`config.mk`:
```
export PLATFORM = sky130hd
export DESIGN_NAME = int_issue_select
export DESIGN_NICKNAME = d
export VERILOG_FILES = /design/src/rtl/mips_core_pkg.sv /design/src/rtl/age_matrix.sv /design/src/rtl/int_issue_select.sv
export SDC_FILE = /design/constraint.sdc
export NUM_CORES = 1
export LEC_CHECK = 0
export CORE_AREA = 2 2 375 377
export DETAILED_ROUTE_END_ITERATION = 8
export DIE_AREA = 0 0 377 379
export GPL_TIMING_DRIVEN = 1
export SLEW_MARGIN = 40
export SYNTH_ARGS = -nofsm -noshare
export SYNTH_HDL_FRONTEND = slang
export SYNTH_SLANG_ARGS = --single-unit
```
`constraint.sdc`:
```
create_clock -name clk -period 11.1 [get_ports clk]
set_input_delay 3.33 -clock clk [delete_from_list [all_inputs] [get_ports clk]]
set_output_delay 3.33 -clock clk [all_outputs]
set_load 0.01 [all_outputs]
```
`src/rtl/mips_core_pkg.sv`:
```
// Shared integer-pipeline types and queue geometry.
// Defines the issue payload bundle and integer issue queue sizing constants.
package mips_core_pkg;

  localparam int INT_QUEUE_SIZE = 8;
  localparam int INT_QUEUE_IDX  = $clog2(INT_QUEUE_SIZE);

  typedef struct packed {
    logic [15:0] src1;
    logic [15:0] src2;
    logic [15:0] immediate;
    logic [5:0]  alu_ctl;
    logic        is_branch;
    logic        prediction;
    logic [31:0] recovery_target;
    logic [7:0]  active_list_id;
  } int_issue_payload_t;

  localparam int INT_PAYLOAD_W = $bits(int_issue_payload_t);

endpackage

```
`src/rtl/age_matrix.sv`:
```
// Occupancy + age matrix for the integer issue queue; yields the oldest eligible entry.
// Ports: clk, rst, flush, alloc_valid/alloc_idx, clear_oh, ready_mask -> occ, oldest_oh.
module age_matrix
  import mips_core_pkg::*;
#(
  parameter int N   = INT_QUEUE_SIZE,
  parameter int IDX = INT_QUEUE_IDX
) (
  input  logic           clk,
  input  logic           rst,
  input  logic           flush,
  input  logic [1:0]     alloc_valid,
  input  logic [2*IDX-1:0] alloc_idx,
  input  logic [N-1:0]   clear_oh,
  input  logic [N-1:0]   ready_mask,
  output logic [N-1:0]   occ,
  output logic [N-1:0]   oldest_oh
);

  // older_q[i][j] = 1 : entry i is older than entry j
  logic [N-1:0][N-1:0] older_q, older_d;
  logic [N-1:0]        occ_q, occ_d;
  logic [N-1:0]        elig;
  logic [IDX-1:0]      a;

  always_comb begin
    occ_d   = occ_q & ~clear_oh;
    older_d = older_q;
    a       = '0;
    for (int i = 0; i < N; i++) begin
      if (clear_oh[i]) begin
        older_d[i] = '0;
        for (int j = 0; j < N; j++) older_d[j][i] = 1'b0;
      end
    end
    // slot 0 lands first so slot 1 sees it as already occupied
    for (int s = 0; s < 2; s++) begin
      if (alloc_valid[s]) begin
        a = alloc_idx[s*IDX +: IDX];
        older_d[a] = '0;
        for (int j = 0; j < N; j++) older_d[j][a] = occ_d[j];
        occ_d[a] = 1'b1;
      end
    end
    if (flush) begin
      occ_d   = '0;
      older_d = '0;
    end
  end

  always_ff @(posedge clk) begin
    if (rst) begin
      occ_q   <= '0;
      older_q <= '0;
    end else begin
      occ_q   <= occ_d;
      older_q <= older_d;
    end
  end

  assign elig = ready_mask & occ_q;

  always_comb begin
    oldest_oh = '0;
    for (int i = 0; i < N; i++) begin
      logic blk;
      blk = 1'b0;
      for (int j = 0; j < N; j++) blk = blk | (elig[j] & older_q[j][i]);
      oldest_oh[i] = elig[i] & ~blk;
    end
  end

  assign occ = occ_q;

  a_alloc0_free: assert property (@(posedge clk) disable iff (rst)
    alloc_valid[0] |-> !occ_q[alloc_idx[IDX-1:0]]);
  a_alloc1_free: assert property (@(posedge clk) disable iff (rst)
    alloc_valid[1] |-> (!occ_q[alloc_idx[2*IDX-1:IDX]] &&
      !(alloc_valid[0] && alloc_idx[IDX-1:0] == alloc_idx[2*IDX-1:IDX])));

endmodule

```
`src/rtl/int_issue_select.sv`:
```
// Integer issue select: oldest-ready pick, registered issue->regread slot, queue grant.
// Ports: clk/rst, alloc_*, ready_mask, entry_payload, flush, grant_*, out_* handshake,
// stat_grants/stat_blocked (live only with INT_ISSUE_SELECT_STATS_EN, else tied 0).
module int_issue_select
  import mips_core_pkg::*;
#(
  parameter int QUEUE_SIZE = INT_QUEUE_SIZE,
  parameter int QUEUE_IDX  = INT_QUEUE_IDX,
  parameter int PAYLOAD_W  = INT_PAYLOAD_W
) (
  input  logic                      clk,
  input  logic                      rst,
  input  logic [1:0]                alloc_valid,
  input  logic [2*QUEUE_IDX-1:0]    alloc_idx,
  input  logic [QUEUE_SIZE-1:0]     ready_mask,
  input  logic [QUEUE_SIZE*PAYLOAD_W-1:0] entry_payload,
  input  logic                      flush,
  output logic                      grant_valid,
  output logic [QUEUE_IDX-1:0]      grant_idx,
  output logic                      out_valid,
  input  logic                      out_ready,
  output logic [PAYLOAD_W-1:0]      out_payload,
  output logic [QUEUE_IDX-1:0]      out_idx,
  output logic [31:0]               stat_grants,
  output logic [31:0]               stat_blocked
);

  logic [QUEUE_SIZE-1:0] occ;
  logic [QUEUE_SIZE-1:0] oldest_oh;
  logic [QUEUE_SIZE-1:0] clear_oh;
  logic                  any_elig;
  logic                  can_load;

  age_matrix #(
    .N   (QUEUE_SIZE),
    .IDX (QUEUE_IDX)
  ) u_age (
    .clk         (clk),
    .rst         (rst),
    .flush       (flush),
    .alloc_valid (alloc_valid),
    .alloc_idx   (alloc_idx),
    .clear_oh    (clear_oh),
    .ready_mask  (ready_mask),
    .occ         (occ),
    .oldest_oh   (oldest_oh)
  );

  assign any_elig    = |oldest_oh;
  assign can_load    = !out_valid | out_ready;
  assign grant_valid = can_load & any_elig & !flush;
  assign clear_oh    = grant_valid ? oldest_oh : '0;

  always_comb begin
    grant_idx = '0;
    for (int i = 0; i < QUEUE_SIZE; i++)
      if (oldest_oh[i]) grant_idx = grant_idx | QUEUE_IDX'(i);
  end

  always_ff @(posedge clk) begin
    if (rst) begin
      out_valid   <= 1'b0;
      out_payload <= '0;
      out_idx     <= '0;
    end else if (flush) begin
      out_valid <= 1'b0;
    end else if (grant_valid) begin
      out_valid   <= 1'b1;
      out_payload <= entry_payload[grant_idx*PAYLOAD_W +: PAYLOAD_W];
      out_idx     <= grant_idx;
    end else if (out_ready) begin
      out_valid <= 1'b0;
    end
  end

`ifdef INT_ISSUE_SELECT_STATS_EN
  logic [31:0] grants_q, blocked_q;

  always_ff @(posedge clk) begin
    if (rst) begin
      grants_q  <= '0;
      blocked_q <= '0;
    end else begin
      if (grant_valid)
        grants_q <= grants_q + 32'd1;
      if (any_elig && !can_load && !flush)
        blocked_q <= blocked_q + 32'd1;
    end
  end

  assign stat_grants  = grants_q;
  assign stat_blocked = blocked_q;
`else
  assign stat_grants  = '0;
  assign stat_blocked = '0;
`endif

  logic unused_ok;
  assign unused_ok = ^occ;

endmodule

```
# Yosys cells after proc, flatten, opt, wreduce, memory -nomap -nowiden
# Cells that the tools add are included.
# totals
input_bits,788
out_inout_bits,168
register_bits,172
elab_cells,275
# classes
n_reduce_logical,8
order_cmp,4
multipliers,1
shift,1
n_bitwise,149
n_mux,100
# op_table
op,n
$shiftx A768 B11 Y96,1
$and A64 B64 Y64,2
$bwmux W8,16
$mux W64,2
$not A64 Y64,2
$mux W8,11
$and A1 B1 Y1,74
$mux W1,59
$or A1 B1 Y1,57
$demux W8 S3,2
$mux W9,2
$and A8 B8 Y8,2
$or A8 B8 Y8,2
$mux W3,4
$not A1 Y1,9
$lt A3 B4 Y1 const B,2
$not A8 Y8,1
$reduce_or A8 Y1,1
$demux W1 S3,2
$ge A3 B1 Y1 const B,2
$mul A3 B2 Y5 const B,1
$mux W2,2
$logic_and A1 B1 Y1,2
$logic_not A1 Y1,2
other kinds (3),3

# Longest topological paths before layout
# Gate-level depths: netlist (run 1).
# depth
depth_word,24
depth_mapped,11
mapped_depth_nobuf,7

# Hierarchy
# From an unflattened synthesis (run 1), not the netlist that was laid out.
# hier_totals
cells_unflattened,1438
hier_area_um2,13466.7
# by_module_without_submodules
mod,cells_per_inst,area_per_inst_um2,seq_area_each_um2,instances
int_issue_select,965,9486.6,2001.9,1
age_matrix,473,3980.1,1441.4,1

# Least setup slack after synthesis (run 1)
# No wires, ideal clock.
# synth_timing
path_kind,input to output
from,input ready_mask[7]
to,output grant_idx[2]
path_buffers,3
t_required_ps,7770
t_arrival_ps,4757
stages,8
slack_ps,3013
path_cell_list,buf_2 and3b_1 nand4_2 nor2_2 nor2_1 nand2_1 buf_2 buf_2
# synth_via
elab_chain_len,9
word_cells_on_any_way,21
cone_classes,mux: 4; bitwise: 17
# synth_rtl
item,line_no,text
start: declaration,int_issue_select.sv:15,"input logic [QUEUE_SIZE-1:0] ready_mask,"
$and A8 B8 Y8 *,age_matrix.sv:61,assign elig = ready_mask & occ_q;
$and A1 B1 Y1,age_matrix.sv:68,for (int j = 0; j < N; j++) blk = blk | (elig[j] & older_q[j][i]);
$or A1 B1 Y1,age_matrix.sv:68,
$not A1 Y1,age_matrix.sv:69,oldest_oh[i] = elig[i] & ~blk;
$and A1 B1 Y1,age_matrix.sv:69,
$mux W3 (3 in a row),int_issue_select.sv:57,if (oldest_oh[i]) grant_idx = grant_idx | QUEUE_IDX'(i);
$mux W3 *,int_issue_select.sv:57,
end: declaration,int_issue_select.sv:19,"output logic [QUEUE_IDX-1:0] grant_idx,"
# Mark *: on every way between the ends. The rest lies on a longest branch, timed or not.

# Worst setup path in the final report (run 1)
# layout_timing
from,input ready_mask[0]
to,output grant_idx[1]
# layout_via
elab_chain_len,17
word_cells_on_any_way,47
cone_classes,mux: 6; bitwise: 41
# layout_rtl
item,line_no
$and A8 B8 Y8 *,age_matrix.sv:61
$and A1 B1 Y1,age_matrix.sv:68
$or A1 B1 Y1 (7 in a row),age_matrix.sv:68
$not A1 Y1,age_matrix.sv:69
$and A1 B1 Y1,age_matrix.sv:69
$mux W2 (2 in a row),int_issue_select.sv:57
$mux W3 (3 in a row),int_issue_select.sv:57
$mux W3 *,int_issue_select.sv:57
# Marks and branches as above.

==> results of run 1 <==
## path summary, 6_finish.rpt
kind,startpoint,endpoint,slack [ps],cells past startpoint
worst max-delay path,ready_mask[0],grant_idx[1],1690,7
worst min-delay path,out_idx[2],out_idx[2],500,2
worst max register to register,u_age.occ[6],out_payload[30],6420,10
worst min register to register,out_idx[2],out_idx[2],500,2
## routing by layer
metal / up-vias / global-route usage / wire length (µm)
met3: 170 / 0.0620 / 12600
met5: - / 0 / 182
met4: 28 / 0.0570 / 3940
met2: 1024 / 0.257 / 55100
met1: 8245 / 0.185 / 46500
li1: 7649 / - / -
## layout make-up
| class | instances | area share |
|---|---|---|
| well taps | 1807 | 0.0845 |
| clock inverters | 15 | 0.00832 |
| diodes | 17 | 0.00159 |
| multi-input cells | 1267 | 0.415 |
| clock buffers | 17 | 0.0159 |
| flip-flops and latches | 172 | 0.129 |
| inverters | 6 | 0.00103 |
| repair buffers | 927 | 0.345 |
## cell families after synthesis
kind of cell | Yosys count
compound gates | 353
xor+xnor | 1
buf+inv | 227
flops | 172
mux | 578
other cells | 1
simple gates | 271
## registers in the layout, indices dropped and copies added (netlist names)
signal,flops
out_payload,96
u_age.older_q,64
u_age.occ,8
out_idx,3
out_valid,1
## stage by stage
stage	cell area, µm²	std cells	total power, mW	worst slack [ps]
after floorplan	16000	1666	1.06	3010
after global placement	26000	4178	1.55	1710
after detailed placement	26000	4178	1.55	1720
after CTS	26700	4210	2.29	1720
after global routing	26700	4219	2.34	1620
final	26800	4228	2.25	1690
## cells in the final DEF (no fill, tap or decap), types with 6 or more instances in the layout
master	count
sky130_fd_sc_hd__a211oi_1	41
sky130_fd_sc_hd__a21oi_1	19
sky130_fd_sc_hd__a221oi_1	34
sky130_fd_sc_hd__a221oi_2	96
sky130_fd_sc_hd__a31oi_1	6
sky130_fd_sc_hd__a32oi_1	8
sky130_fd_sc_hd__and2_1	6
sky130_fd_sc_hd__and3b_1	7
sky130_fd_sc_hd__buf_4	28
sky130_fd_sc_hd__buf_6	7
sky130_fd_sc_hd__clkbuf_16	17
sky130_fd_sc_hd__clkdlybuf4s50_1	889
sky130_fd_sc_hd__clkinv_8	8
sky130_fd_sc_hd__conb_1	64
sky130_fd_sc_hd__dfxtp_1	171
sky130_fd_sc_hd__diode_2	17
sky130_fd_sc_hd__mux2_2	194
sky130_fd_sc_hd__mux2i_1	382
sky130_fd_sc_hd__nand2_1	47
sky130_fd_sc_hd__nand2b_1	6
sky130_fd_sc_hd__nand3_1	61
sky130_fd_sc_hd__nand4_1	15
sky130_fd_sc_hd__nor2_1	66
sky130_fd_sc_hd__nor3_1	19
sky130_fd_sc_hd__o21ai_0	16
sky130_fd_sc_hd__o21bai_1	96
sky130_fd_sc_hd__or2_2	6
## cells in the mapped netlist (34+ instances only)
| cell type | count | area share |
|---|---|---|
| sky130_fd_sc_hd__a211oi_1 | 41 | 0.020 |
| sky130_fd_sc_hd__clkbuf_1 | 66 | 0.016 |
| sky130_fd_sc_hd__nand2_1 | 48 | 0.011 |
| sky130_fd_sc_hd__o21bai_1 | 96 | 0.046 |
| sky130_fd_sc_hd__buf_2 | 36 | 0.011 |
| sky130_fd_sc_hd__buf_4 | 75 | 0.036 |
| sky130_fd_sc_hd__a221oi_2 | 96 | 0.091 |
| sky130_fd_sc_hd__mux2_2 | 194 | 0.14 |
| sky130_fd_sc_hd__mux2i_1 | 384 | 0.24 |
| sky130_fd_sc_hd__dfxtp_1 | 172 | 0.22 |
| sky130_fd_sc_hd__a221oi_1 | 34 | 0.019 |
| sky130_fd_sc_hd__nand3_1 | 61 | 0.019 |
| sky130_fd_sc_hd__nor2_1 | 69 | 0.016 |
## where the power goes
group,switching (mW),leakage (nW),internal (mW),total [mW]
clock network,0.386,0.310,0.330,0.716
logic,0.402,10.0,0.467,0.869
registers,0.0238,1.40,0.644,0.668
total,0.812,11.7,1.44,2.25
## critical path: cells and delay by family
family                 cells  cell delay (ps)
buffers and inverters      3             1730
AND/OR/NAND/NOR            4             1000
==> flow_summary_export.csv, run 1 <==
group,metric,value,unit
logic_synthesis,postSynthRegisterBits,172,
sta,rsz0062_at_grt,"false",
critical_path,timing.critical_path.from_type,"input pin",
min_path,hold_path_class,"flip-flop to flip-flop",
place,post_detail_place_hpwl,97600,µm
die,die_h,379,µm
final_layout,multi_input_area,0.0111,mm²
clock_tree,tritoncts.num_buffers,17,
logic_synthesis,simple_logic_cell_fraction_of_the_synthesized_area,0.0889,
clock_tree,clkSlewWorstSetupHoldPaths,80,ps
critical_path,path_cells,"clkdlybuf4s50_1 -> nand3_1 -> nand4_1 -> nor3_2 -> nor4_4 -> inv_6 -> clkdlybuf4s50_1",
sta,setup-tns-final,0,ps
sta,worst_pin_slew,1000,ps
final_layout,ff_latch_area,0.00344,mm²
grt,grt.total_usage,0.157,
detailed_routing,wire_per_inst,28.0,µm
logic_synthesis,synthDistinctLibCells,66,
logic_synthesis,synthAdderAreaFrac,0,
sta,fmax,106,MHz
clock_tree,post_cts_hold_buffer_count,0,
clock_tree,cts.htree.levels,4,
grt,number_of_global_route_vias_before_repair,16600,
detailed_routing,routed-via-count,17100,
logic_synthesis,ys.warnings.count,0,
final_layout,post-route-util,0.193,
logic_synthesis,avg_cell_area_syn,9.84,µm²
final_layout,num-nets-final,3179,
die,ios,956,
clock_tree,cts_tree,"built",
sta,post-route-period-util,0.848,
critical_path,worst_path_max_delay_cell,"sky130_fd_sc_hd__clkdlybuf4s50_1",
grt,grt_first_pass_wirelength,150000,µm
final_layout,fraction_of_final_layout_cells_with_drive_strength_greater_than_1,0.166,
clock_tree,ctsResizeCount,0,
logic_synthesis,synth_edf_count,0,
die,initial_core_util,0.114,
grt,globalRouteOverflowTotal,0,
logic_synthesis,share_of_the_synthesized_netlist_area_taken_by_xor_and_xnor_gates,0.000555,
critical_path,worstSetupPathType,"input pin to output pin",
logic_synthesis,async_s_r_ff_share_synth,0,
sta,period_minus_slack,9410,ps
logic_synthesis,synth_top_family_by_area,"multiplexers",
clock_tree,ctsLongestPathBuffers,2,
critical_path,cp_data_required_time,7770,ps
clock_tree,clock-root-buffer,"sky130_fd_sc_hd__clkbuf_16",
place,port-buffer-count,891,
die,die_area,0.143,mm²
die,num_rows,137,
die,die_width,377,µm
final_layout,areaGrowthSynthToFinish,69.7,%
power,peakVddDrop,107,µV
logic_synthesis,ys_seq_area_frac,0.218,
detailed_routing,total_iterations_of_the_first_detailed_routing_run,6,
detailed_routing,drt_initial_violations,1305,
detailed_routing,drt_wl_total,118000,µm
sta,final_hold_viols,0,
power,p_leak,11.7,nW
logic_synthesis,synth_flop_cell,"sky130_fd_sc_hd__dfxtp_1",
grt,antenna_found_initial,53,
detailed_routing,via_per_inst,4.05,
clock_tree,clock_network_latency_to_the_later_pin_of_the_worst_skew_pair,560,ps
sta,timing.final.setup_violations,0,
critical_path,worst-endpoint-arrival,6080,ps
clock_tree,clk_sinks,172,
detailed_routing,detail_route.drc_violations,0,
logic_synthesis,synth_mux_area_frac,0.382,
logic_synthesis,syn-cell-area,0.0158,mm²
critical_path,path_common_cell,"sky130_fd_sc_hd__clkdlybuf4s50_1",
power,power_per_cell_area,84.2,mW/mm²
status,outcome,"finished clean",
sta,timing_max_transition_violations_final,0,
grt,largest_net_degree_at_the_start_of_global_routing,102,
critical_path,crit_path_max_fanout,27,
detailed_routing,route.antenna.remaining_nets,0,
sta,fin_worst_skew,33.2,ps
logic_synthesis,postSynthCellCount,1603,
critical_path,crit_path_end_kind,"output pin",
logic_synthesis,synth_compound_gate_area_share,0.211,
sta,final.hold.worst_slack,499,ps
place,gp_routability_congestion,0.974,
sta,worst_slew_margin_rel,0.311,
clock_tree,cts.repair_timing.setup_buffer_count,0,
die,coreArea,0.139,mm²
critical_path,critical-path-max-stage-delay,890,ps
final_layout,fill_cells,15300,
job,max-cap-violations,0,
(Power assumes the default switching activity.)
==> run 2: changes to the inputs <==
CORE_AREA = 2 2 376 378   (was 2 2 375 377)
DIE_AREA = 0 0 378 380   (was 0 0 377 379)
clock period = 7.62 ns   (was 11.1 ns; I/O delays follow)
==> run 2 against run 1 <==
Die area is 0.53% higher. Cell count increased by 2.0%. Hold slack got worse by 2.9 ps. Clock power is 40% higher. Setup slack worse by 1200 ps. Design area grew 0.76%. Global-route usage rose by 0.62 points.
==> flow_summary_export.csv, run 2 (same netlist as run 1, synthesis figures left out) <==
group,metric,value,unit
status,outcome,"finished clean",
critical_path,path_cells,"clkdlybuf4s50_1 -> nand3_1 -> nand4_2 -> nor2_2 -> nor4_4 -> a21oi_4 -> clkdlybuf4s50_1",
min_path,hold_path_class,"flip-flop to flip-flop",
sta,worst_pin_slew,956,ps
final_layout,areaGrowthSynthToFinish,71.0,%
sta,rsz0062_at_grt,"false",
sta,fin_worst_skew,21.0,ps
clock_tree,clk_sinks,172,
place,post_detail_place_hpwl,101000,µm
detailed_routing,wl_met3,9560,µm
detailed_routing,via_per_inst,4.03,
die,die_area,0.144,mm²
detailed_routing,routed-via-count,17400,
clock_tree,cts_tree,"built",
grt,grt.total_usage,0.163,
detailed_routing,routed.top_layer,"met5",
grt,globalRouteOverflowTotal,0,
critical_path,crit_path_max_fanout,8,
grt,grt_first_pass_wirelength,157000,µm
final_layout,most_common_cell_after_layout_fill_and_taps_aside,"sky130_fd_sc_hd__clkdlybuf4s50_1",
sta,period_minus_slack,7150,ps
critical_path,worst_path_max_delay_cell,"sky130_fd_sc_hd__clkdlybuf4s50_1",
power,total_chip_power,3.24,mW
grt,number_of_global_route_vias_before_repair,16700,
die,ios,956,
critical_path,path_common_cell,"sky130_fd_sc_hd__clkdlybuf4s50_1",
clock_tree,tritoncts.num_buffers,17,
detailed_routing,met2RoutedLength,59100,µm
critical_path,worstSetupPathType,"input pin to output pin",
sta,timing_max_transition_violations_final,0,
clock_tree,cts.repair_timing.setup_buffer_count,0,
detailed_routing,detail_route.drc_violations,0,
detailed_routing,route.antenna.remaining_nets,0,
power,power_per_cell_area,120,mW/mm²
final_layout,fraction_of_final_layout_cells_with_drive_strength_greater_than_1,0.168,
place,placed_cell_area,0.0263,mm²
final_layout,largest_reg_flops,96,
die,num_rows,137,
grt,antenna_found_initial,72,
final_layout,fill_cells,15400,
die,initial_core_util,0.113,
final_layout,largest-register,"out_payload",
sta,worst_slew_margin_rel,0.356,
detailed_routing,wire_per_inst,28.6,µm
clock_tree,ctsResizeCount,0,
detailed_routing,drt_initial_violations,1647,
final_layout,multi_input_area,0.0111,mm²
final_layout,final_instance_area,0.0270,mm²
clock_tree,post_cts_hold_buffer_count,0,
critical_path,timing.critical_path.from_type,"input pin",
grt,largest_net_degree_at_the_start_of_global_routing,107,
sta,post-route-period-util,0.938,
final_layout,layout_common_cells,"sky130_fd_sc_hd__clkdlybuf4s50_1, sky130_fd_sc_hd__mux2i_1, sky130_fd_sc_hd__mux2_2",
critical_path,worst-endpoint-arrival,4860,ps
die,die_h,380,µm
clock_tree,clock_network_latency_to_the_later_pin_of_the_worst_skew_pair,540,ps
power,p_leak,11.8,nW
critical_path,critical-path-max-stage-delay,830,ps
clock_tree,cts.htree.levels,4,
critical_path,cp_data_required_time,5330,ps
sta,timing.final.setup_violations,0,
critical_path,crit_path_end_kind,"output pin",
detailed_routing,route.layer.met1.wl,51000,µm
clock_tree,ctsLongestPathBuffers,2,
detailed_routing,drt_wl_total,123000,µm
sta,fmax,140,MHz
die,coreArea,0.139,mm²
sta,setup-tns-final,0,ps
final_layout,num-nets-final,3191,
job,max-cap-violations,0,
place,gp_routability_congestion,0.982,
clock_tree,clkSlewWorstSetupHoldPaths,80,ps
detailed_routing,total_iterations_of_the_first_detailed_routing_run,5,
place,port-buffer-count,891,
clock_tree,clock-root-buffer,"sky130_fd_sc_hd__clkbuf_16",
power,peakVddDrop,136,µV
final_layout,ff_latch_area,0.00344,mm²
sta,final_hold_viols,0,
die,die_width,378,µm
==> run 2: cell types whose count changed in the layout (fill, tap and decap cells not counted), moves of 5 or more <==
cell / change
sky130_fd_sc_hd__clkinv_8: -6
sky130_fd_sc_hd__buf_4: +9
sky130_fd_sc_hd__buf_12: +6
sky130_fd_sc_hd__buf_6: -5
==> run 2: worst max-delay path, delay by kind of cell <==
kind	cells	cell delay [ps]
AOI/OAI and AO/OA	1	190
buffers and inverters	2	1370
and+or+nand+nor	4	1000
==> run 2: cell type report <==
cell class | count | area share
timing repair buffer | 939 | 0.348
tap | 1876 | 0.0870
clock buffer | 19 | 0.0164
multi-input combinational | 1267 | 0.412
sequential | 172 | 0.128
antenna | 19 | 0.00176
inverter | 6 | 0.00102
clock inverter | 13 | 0.00566
==> run 2: path summary, 6_finish.rpt <==
kind | from | endpoint | slack [ps] | cells past startpoint
min reg2reg | out_idx[2] | out_idx[2] | 500 | 2
min | out_idx[2] | out_idx[2] | 500 | 2
max reg2reg | u_age.occ[7] | out_payload[85] | 3200 | 11
max | ready_mask[5] | grant_valid | 470 | 7
==> run 2: through the flow <==
step / hold WS (ps) / cells / setup slack (ps) / utilization
after detailed placement: 482 / 4260 / 487 / 0.189
final: 496 / 4311 / 473 / 0.194
after global routing: 540 / 4305 / 430 / 0.194
after floorplan: 457 / 1666 / 1620 / -
after global placement: 478 / 4257 / 474 / 0.188
after CTS: 497 / 4292 / 485 / 0.193
==> run 2: per-layer routing <==
metal | GRT usage | vias up
li1 | - | 7675
met1 | 0.198 | 8510
met2 | 0.275 | 985
met3 | 0.0464 | 174
met4 | 0.0530 | 26
met5 | 0 | -
==> run 2: where the power goes <==
group / internal (mW) / switching, mW
Combinational: 0.688 / 0.578
Sequential: 0.938 / 0.0325
Clock: 0.473 / 0.527
==> run 3: changes to the inputs <==
CAP_MARGIN = 20   (was unset)
CTS_BUF_LIST = sky130_fd_sc_hd__clkbuf_8 sky130_fd_sc_hd__clkbuf_16   (was unset)
==> run 3 against run 2 <==
Design area barely moved. Sequential power barely moved. Total power barely moved. Utilization barely moved.
==> flow_summary_export.csv, run 3 (same netlist as run 1, synthesis figures left out) <==
group,metric,value,unit
final_layout,most_common_cell_after_layout_fill_and_taps_aside,"sky130_fd_sc_hd__clkdlybuf4s50_1",
final_layout,areaGrowthSynthToFinish,71.0,%
power,power_per_cell_area,120,mW/mm²
critical_path,path_delay_family,"buffers and inverters",
sta,setup-tns-final,0,ps
clock_tree,ctsLongestPathBuffers,2,
detailed_routing,drt_wl_total,123000,µm
die,die_area,0.144,mm²
sta,post-route-period-util,0.938,
die,die_width,378,µm
critical_path,path_cells,"clkdlybuf4s50_1 -> nand3_1 -> nand4_2 -> nor2_2 -> nor4_4 -> a21oi_4 -> clkdlybuf4s50_1",
grt,antenna_found_initial,72,
critical_path,worstSetupPathType,"input pin to output pin",
sta,fmax,140,MHz
grt,number_of_global_route_vias_before_repair,16700,
grt,largest_net_degree_at_the_start_of_global_routing,107,
final_layout,final_cell_count_no_fill,4312,
critical_path,path_common_cell,"sky130_fd_sc_hd__clkdlybuf4s50_1",
die,die_h,380,µm
sta,final.setup.worst_slack,471,ps
sta,worst_slew_margin_rel,0.350,
place,placed_cells,4260,
min_path,hold_path_class,"flip-flop to flip-flop",
final_layout,largest_reg_flops,96,
place,place_ws,487,ps
critical_path,crit_path_max_fanout,8,
grt,grt_first_pass_wirelength,157000,µm
clock_tree,post_cts_hold_buffer_count,0,
detailed_routing,detail_route.drc_violations,0,
clock_tree,clkSlewWorstSetupHoldPaths,80,ps
clock_tree,tritoncts.num_buffers,17,
detailed_routing,via_per_inst,4.02,
detailed_routing,wire_per_inst,28.6,µm
clock_tree,clk_sinks,172,
job,max-cap-violations,0,
place,placed_cell_area,0.0263,mm²
place,post_detail_place_hpwl,101000,µm
critical_path,worst_path_max_delay_cell,"sky130_fd_sc_hd__clkdlybuf4s50_1",
critical_path,timing.critical_path.from_type,"input pin",
die,num_rows,137,
die,coreArea,0.139,mm²
die,ios,956,
sta,timing_max_transition_violations_final,0,
final_layout,layout_common_cells,"sky130_fd_sc_hd__clkdlybuf4s50_1, sky130_fd_sc_hd__mux2i_1, sky130_fd_sc_hd__mux2_2",
die,initial_core_util,0.113,
place,gp_routability_congestion,0.982,
detailed_routing,route.antenna.remaining_nets,0,
status,outcome,"finished clean",
critical_path,cp_data_required_time,5330,ps
clock_tree,clock-root-buffer,"sky130_fd_sc_hd__clkbuf_16",
sta,period_minus_slack,7150,ps
grt,globalRouteOverflowTotal,0,
critical_path,critical-path-max-stage-delay,830,ps
power,p_leak,11.8,nW
sta,timing.final.setup_violations,0,
detailed_routing,routed-via-count,17300,
place,port-buffer-count,891,
sta,final_hold_viols,0,
clock_tree,cts.htree.levels,4,
clock_tree,ctsResizeCount,0,
sta,rsz0062_at_grt,"false",
clock_tree,clock_network_latency_to_the_later_pin_of_the_worst_skew_pair,540,ps
final_layout,post-route-util,0.194,
critical_path,worst-endpoint-arrival,4860,ps
final_layout,fraction_of_final_layout_cells_with_drive_strength_greater_than_1,0.168,
detailed_routing,total_iterations_of_the_first_detailed_routing_run,6,
final_layout,num-nets-final,3191,
power,peakVddDrop,136,µV
final_layout,largest-register,"out_payload",
critical_path,crit_path_end_kind,"output pin",
critical_path,path_buf_inv,2,
clock_tree,cts.repair_timing.setup_buffer_count,0,
grt,grt.total_usage,0.163,
detailed_routing,drt_initial_violations,1647,
clock_tree,cts_tree,"built",
sta,fin_worst_skew,21.2,ps
sta,worst_pin_slew,965,ps
final_layout,final_instance_area,0.0270,mm²
-- run 3: worst register-to-register path, cell delays in order, from the launching register on --
cell,delay (ps)
sky130_fd_sc_hd__dfxtp_1,920
sky130_fd_sc_hd__nand3_1,180
sky130_fd_sc_hd__nand4_1,160
sky130_fd_sc_hd__nor2_1,120
sky130_fd_sc_hd__buf_4,180
sky130_fd_sc_hd__nor4_4,340
sky130_fd_sc_hd__buf_12,450
sky130_fd_sc_hd__buf_12,770
sky130_fd_sc_hd__mux2i_1,490
sky130_fd_sc_hd__buf_4,250
sky130_fd_sc_hd__mux2_2,270
sky130_fd_sc_hd__a221oi_2,200
-- run 3: metal layers --
| layer | share of wire | global-route usage |
|---|---|---|
| met1 | 0.41 | 0.198 |
| met2 | 0.48 | 0.275 |
| met3 | 0.079 | 0.0464 |
| met4 | 0.028 | 0.0530 |
| met5 | 0.0014 | 0 |
-- run 3: final timing paths --
check                 from              end  slack, ps  cells past startpoint
max          ready_mask[5]      grant_valid        470                      7
min             out_idx[2]       out_idx[2]        500                      2
max reg2reg   u_age.occ[7]  out_payload[85]       3210                     11
min reg2reg     out_idx[2]       out_idx[2]        500                      2
-- run 3: cell type report --
class	count	area, µm²
fill	15400	112000
multi-input combinational	1267	11100
timing repair buffer	939	9390
sequential	172	3440
tap	1876	2350
clock buffer	18	439
clock inverter	14	156
antenna	20	50.0
inverter	6	27.5
-- run 3: power breakdown --
part	leakage (nW)	total, mW	internal, mW	switching, mW
clock network	0.288	0.998	0.471	0.527
logic	10.1	1.27	0.688	0.578
registers	1.39	0.970	0.938	0.0325
total	11.8	3.23	2.10	1.14
-- run 3: through the flow --
stage	hold WS [ps]	power [mW]
floorplan	457	1.54
finish	496	3.23
global placement	478	2.25
CTS	497	3.30
global route	540	3.37
detailed placement	482	2.26
